**config.mk**
```make
export PLATFORM = sky130hd
export DESIGN_NAME = i2c_rx_ctrl
export DESIGN_NICKNAME = d
export VERILOG_FILES = /design/src/rtl/i2c_pkg.sv /design/src/rtl/i2c_rx_ctrl_flex_counter.sv /design/src/rtl/i2c_rx_ctrl.sv
export SDC_FILE = /design/constraint.sdc
export NUM_CORES = 1
export LEC_CHECK = 0
export BUFFER_PORTS_ARGS = -buffer_cell sky130_fd_sc_hd__buf_4
export CAP_MARGIN = 30
export CORE_UTILIZATION = 36
export DETAILED_ROUTE_END_ITERATION = 10
export HOLD_SLACK_MARGIN = 0.05
export PLACE_DENSITY = 0.62
export SETUP_SLACK_MARGIN = 0.4
export SLEW_MARGIN = 5
export SYNTH_ARGS = -nofsm -noshare
export SYNTH_HDL_FRONTEND = slang
export SYNTH_HIERARCHICAL = 1
export SYNTH_SLANG_ARGS = --single-unit
```
**constraint.sdc**
```tcl
create_clock -name clk -period 2.5 [get_ports clk]
set_input_delay 0.375 -clock clk [delete_from_list [all_inputs] [get_ports clk]]
set_output_delay 0.375 -clock clk [all_outputs]
set_load 0.01 [all_outputs]
```
**src/rtl/i2c_pkg.sv**
```systemverilog
// Shared types and constants for the I2C slave receive path.
package i2c_pkg;

  localparam int unsigned ADDR_W = 7;
  localparam logic [ADDR_W-1:0] GENERAL_CALL_ADDR = 7'h00;

  typedef enum logic [2:0] {
    ST_IDLE,
    ST_ADDR,
    ST_ADDR_ACK,
    ST_DATA,
    ST_DATA_ACK,
    ST_IGNORE
  } i2c_rx_state_t;

endpackage

```
**src/rtl/i2c_rx_ctrl_flex_counter.sv**
```systemverilog
// Parameterised up-counter with synchronous clear and a terminal-count flag.
module flex_counter #(
  parameter int unsigned NUM_CNT_BITS = 4
) (
  input  logic                    clk,
  input  logic                    rst,
  input  logic                    clear,
  input  logic                    count_enable,
  input  logic [NUM_CNT_BITS-1:0] rollover_val,
  output logic [NUM_CNT_BITS-1:0] count_out,
  output logic                    rollover_flag
);

  always_ff @(posedge clk or posedge rst) begin
    if (rst) begin
      count_out <= '0;
    end else if (clear) begin
      count_out <= '0;
    end else if (count_enable) begin
      if (count_out == rollover_val) count_out <= NUM_CNT_BITS'(1);
      else                           count_out <= count_out + 1'b1;
    end
  end

  always_comb begin
    rollover_flag = (count_out == rollover_val);
  end

endmodule

```
**src/rtl/i2c_rx_ctrl.sv**
```systemverilog
// I2C slave receive controller: address match, ACK/NACK generation, byte hand-off.
// Optional feature: define I2C_GENERAL_CALL_EN to also accept the general-call address.
module i2c_rx_ctrl
  import i2c_pkg::*;
#(
  parameter logic [ADDR_W-1:0] SLAVE_ADDR = 7'h71,
  parameter int unsigned       DATA_W     = 8
) (
  input  logic              clk,
  input  logic              rst,
  input  logic              start_found,
  input  logic              stop_found,
  input  logic              rising_edge_found,
  input  logic              falling_edge_found,
  input  logic [DATA_W-1:0] rx_data,
  input  logic              byte_ready,
  output logic              rx_enable,
  output logic              sda_drive_low,
  output logic              byte_valid,
  output logic [DATA_W-1:0] byte_out,
  output logic              addr_matched,
  output logic              overrun,
  output logic              busy
`ifdef I2C_GENERAL_CALL_EN
  , output logic            general_call
`endif
);

  localparam int unsigned CNT_W = $clog2(DATA_W + 1);

  i2c_rx_state_t state_q, state_d;
  logic [CNT_W-1:0] bit_cnt;
  logic bit_done, cnt_clear, cnt_en;
  logic in_rx, in_ack, bus_evt;
  logic capture, addr_cap, data_cap, addr_hit, addr_take, accept, ack_done;
  logic nack_q, ack_rise_q;
`ifdef I2C_GENERAL_CALL_EN
  logic gc_hit;
`endif

  flex_counter #(.NUM_CNT_BITS(CNT_W)) u_bit_cnt (
    .clk          (clk),
    .rst          (rst),
    .clear        (cnt_clear),
    .count_enable (cnt_en),
    .rollover_val (CNT_W'(DATA_W)),
    .count_out    (bit_cnt),
    .rollover_flag(bit_done)
  );

  always_ff @(posedge clk or posedge rst) begin
    if (rst) state_q <= ST_IDLE;
    else     state_q <= state_d;
  end

  always_comb begin
    state_d   = state_q;
    in_rx     = (state_q == ST_ADDR) || (state_q == ST_DATA);
    in_ack    = (state_q == ST_ADDR_ACK) || (state_q == ST_DATA_ACK);
    bus_evt   = start_found || stop_found;
    capture   = in_rx && bit_done && falling_edge_found && !bus_evt;
    addr_cap  = capture && (state_q == ST_ADDR);
    data_cap  = capture && (state_q == ST_DATA);
    addr_hit  = (rx_data[DATA_W-1 -: ADDR_W] == SLAVE_ADDR) && !rx_data[0];
`ifdef I2C_GENERAL_CALL_EN
    gc_hit    = (rx_data[DATA_W-1 -: ADDR_W] == GENERAL_CALL_ADDR) && !rx_data[0];
    addr_take = addr_cap && (addr_hit || gc_hit);
`else
    addr_take = addr_cap && addr_hit;
`endif
    accept    = !byte_valid || byte_ready;
    ack_done  = in_ack && ack_rise_q && falling_edge_found;
    cnt_en    = in_rx && rising_edge_found && !bit_done;
    cnt_clear = bus_evt || capture || !in_rx;

    case (state_q)
      ST_ADDR:     if (addr_cap) state_d = addr_take ? ST_ADDR_ACK : ST_IGNORE;
      ST_ADDR_ACK: if (ack_done) state_d = ST_DATA;
      ST_DATA:     if (data_cap) state_d = ST_DATA_ACK;
      ST_DATA_ACK: if (ack_done) state_d = ST_DATA;
      default:     state_d = state_q;
    endcase

    if (stop_found)       state_d = ST_IDLE;
    else if (start_found) state_d = ST_ADDR;

    rx_enable     = in_rx;
    sda_drive_low = (state_q == ST_ADDR_ACK) || ((state_q == ST_DATA_ACK) && !nack_q);
    busy          = (state_q != ST_IDLE);
  end

  // A new byte landing in the same cycle the consumer drains the old one takes precedence.
  always_ff @(posedge clk or posedge rst) begin
    if (rst) begin
      byte_valid   <= 1'b0;
      byte_out     <= '0;
      overrun      <= 1'b0;
      addr_matched <= 1'b0;
      nack_q       <= 1'b0;
      ack_rise_q   <= 1'b0;
    end else begin
      if (bus_evt)        addr_matched <= 1'b0;
      else if (addr_take) addr_matched <= 1'b1;

      if (start_found)              overrun <= 1'b0;
      else if (data_cap && !accept) overrun <= 1'b1;

      if (data_cap && accept) begin
        byte_valid <= 1'b1;
        byte_out   <= rx_data;
      end else if (byte_valid && byte_ready) begin
        byte_valid <= 1'b0;
      end

      if (data_cap) nack_q <= !accept;

      if (in_ack) ack_rise_q <= ack_rise_q || rising_edge_found;
      else        ack_rise_q <= 1'b0;
    end
  end

`ifdef I2C_GENERAL_CALL_EN
  always_ff @(posedge clk or posedge rst) begin
    if (rst)                      general_call <= 1'b0;
    else if (bus_evt)             general_call <= 1'b0;
    else if (addr_cap && gc_hit)  general_call <= 1'b1;
  end
`endif

endmodule

```
==> flow_summary.ini <==
[floorplan]
num_rows = 19
die_w_microns = 56.55
fp.coreArea_sq_um = 2781
die_h_microns = 56.55
initial_core_util = 0.3851
io_pins = 29
fp.dieArea_sq_um = 3197

[drt]
drtAntennaViolNets = 0
viasPerCell = 5.216
drt-total-wl_microns = 2465
routedWlPerCell_microns = 14.42
drt-pass1-iter-count = 4
dr_total_vias = 892
drt-initial-drc-count = 19
drc = 0

[final_layout]
areaGrowthSynthToFinish_pct = 36.68
drive_above_1_share = 0.4214
nets = 157
layout.filler_cells = 263
seq_area_sq_um = 500.5
multiInputGateArea_sq_um = 550.5
n_antenna_cell = 0

[synthesis]
synth_area_leaders = dfrtp_1 47%, mux2_2 8.4%, xor2_1 4.1%, nor2_1 3.2%, nand2_1 2.8%
synth_top_area_cell = dfrtp_1
synth-edff-count = 0
ys_types = 38
synth_area_sq_um = 1071
synthArstFlopShare = 1.000
seq_area_frac_synth = 0.4673
avgSynthCellArea_sq_um = 10.93
synthCells = 98
ys_ff_latch = 20
synthFlopType = dfrtp_1
yosysWarnings = 6
yosysTopAreaCellShare = 0.4673
synth_common_cells = 20 x dfrtp_1, 9 x nor2_1, 8 x mux2_2, 8 x nand2_1, 6 x inv_1
synth_most_common_cell = dfrtp_1

[power_and_ir_drop]
powerDensity_nw_per_um2 = 452.2
switchingPower_mw = 0.1433
ir_drop_mv = 0.4140
p_seq_frac = 0.496
internal-power_mw = 0.5187
combPwrFrac = 0.099
switching_share = 0.2165
p_clk_frac = 0.404
p_leak_nw = 0.7448

[timing]
fmax_mhz = 492.6
min_period_over_period = 0.8120
slew_violations = 0
rsz0062_at_grt = yes
hold_viol = 0
tns_ps = 0
fin_crit_ps = 2030
setup_viol_count_final = 0
maxSlewHeadroom = 0.5742
fin_hold_ws_ps = 263.8
fin_skew_ps = 4.159
worst_pin_slew_ps = 637.9

[grt]
grt_pass1_wl_microns = 3884
grt_pass1_vias = 880
grt_usage = 0.1564
grt_max_degree = 17
gr-total-overflow = 0
grt_antenna_before_repair = 0

[status]
status = completed

[critical_path]
cp-start-kind = flip-flop
critPathSlowestCell = dfrtp_1
cp.arrival_ps = 2290
crit_path_start = u_bit_cnt/count_out[2]
crit_chain = xor2_1, nor4_4, buf_6, and4b_1, nand4_1, a211oi_2, o21a_1
cp_slowest_stage_delay_ps = 430
reg2reg_from = u_bit_cnt/count_out[2]
cp.required_ps = 2760
cp-end-kind = flip-flop
path_class = reg -> reg
worstPathMaxFanout = 6

[place]
portBuffers = 28
gp_congestion = 0.7794
dpl.hpwl_microns = 1728

[clocking]
root_buffer = clkbuf_4
numCtsBuffers = 3
clock-sinks = 20
clk_latency_ps = 310
cts_tree = yes
clk_pin_slew_ps = 110
clock_tree.buffer_depth = 2
h-tree-depth = 1

[flow_run]
maxCapViolations = 0

[hold_path]
hold_class = in -> reg
min_from = stop_found
cell usage in the layout, fill, tap and decap left out, types with 2 or more instances in the layout:
master     count
nor2_1         9
buf_4         37
nand3_1        2
clkbuf_4       3
a2111oi_2      2
dfrtp_1       20
xor2_1         5
and4b_1        2
nor2b_1        2
o21a_1         2
inv_1          6
mux2_2         8
conb_1         4
a21oi_1        3
nand2_1        8
a31oi_1        2
a211oi_1       2
repair_timing:
action / CTS / global route
endpoints found under the setup margin: 3 / 13
gates resized for setup: 2 / 4
hold buffers: 1 / 0
cloned: 0 / 0
buffers inserted: 0 / 9
endpoints found under the hold margin: 4 / 0
pin swaps: 0 / 4
state kept, by name, indices dropped and copies added (netlist names):
name,flops
overrun,1
byte_valid,1
byte_out,8
u_bit_cnt/count_out,4
addr_matched,1
ack_rise_q,1
state_q,3
nack_q,1
final cells by class:
type / instances / share of cell area
clock inverter: 1 / 0.02051
inverter: 6 / 0.01538
sequential: 20 / 0.3419
tap: 31 / 0.02650
timing repair buffer: 39 / 0.2043
clock buffer: 3 / 0.01538
multi-input combinational: 71 / 0.3761
path summary, 6_finish.rpt:
check / endpoint / slack, ps / depth (start not counted)
min in group asynchronous: u_bit_cnt/count_out[0] / 500 / 3
setup reg to reg: state_q[1] / 470 / 7
max in group asynchronous: state_q[1] / 1390 / 3
setup / recovery: state_q[1] / 470 / 7
hold reg to reg: addr_matched / 490 / 2
hold / removal: state_q[0] / 260 / 2
layer usage:
metal  GRT usage  vias to the layer above  wire length (microns)
li1            -                      426                      -
met1      0.1956                      443                   1038
met2      0.2655                       21                   1298
met3     0.04839                        2                    108
met4     0.03136                        0                     19
met5           0                        -                      0
cells by family (layout without fill, tap and decap cells):
logic type	after synthesis	count (layout)	share of synthesized area
AOI/OAI and AO/OA	16	16	0.1250
xor gates and xnor gates	5	5	0.04089
adders and majority gates	1	1	0.01168
buffers and inverters	9	49	0.03621
DFF	20	20	0.4673
muxes	9	9	0.09346
other	2	4	0.007012
and+or+nand+nor	36	36	0.2185
power by group through the flow:
stage / sequential [mW] / combinational [mW] / clock [mW]
final: 0.329 / 0.0658 / 0.268
after floorplan: 0.332 / 0.0310 / 0
after detailed placement: 0.335 / 0.0592 / 0
after CTS: 0.329 / 0.0611 / 0.277
after global placement: 0.335 / 0.0583 / 0
after global routing: 0.329 / 0.0722 / 0.291
critical path, delay by kind of cell, from the launching register on:
family	cells	cell delay (ps)
AOI/OAI and AO/OA	2	450
and+or+nand+nor	3	730
buffers and inverters	1	160
xor gates and xnor gates	1	200
DFF	1	430
per-stage QoR:
stage          utilization  instances  power [mW]  cell area (sq um)  setup slack, ps
2_1_floorplan            -        100      0.3628               1079            421.9
3_3_place_gp        0.4741        157      0.3930               1319            499.9
3_5_place_dp        0.4741        157      0.3939               1319            387.4
4_1_cts             0.4984        162      0.6667               1386            400.2
5_1_grt             0.5263        171      0.6921               1464            359.2
6_report            0.5263        171      0.6620               1464            470.1
Power figures use the tool's default switching activity.
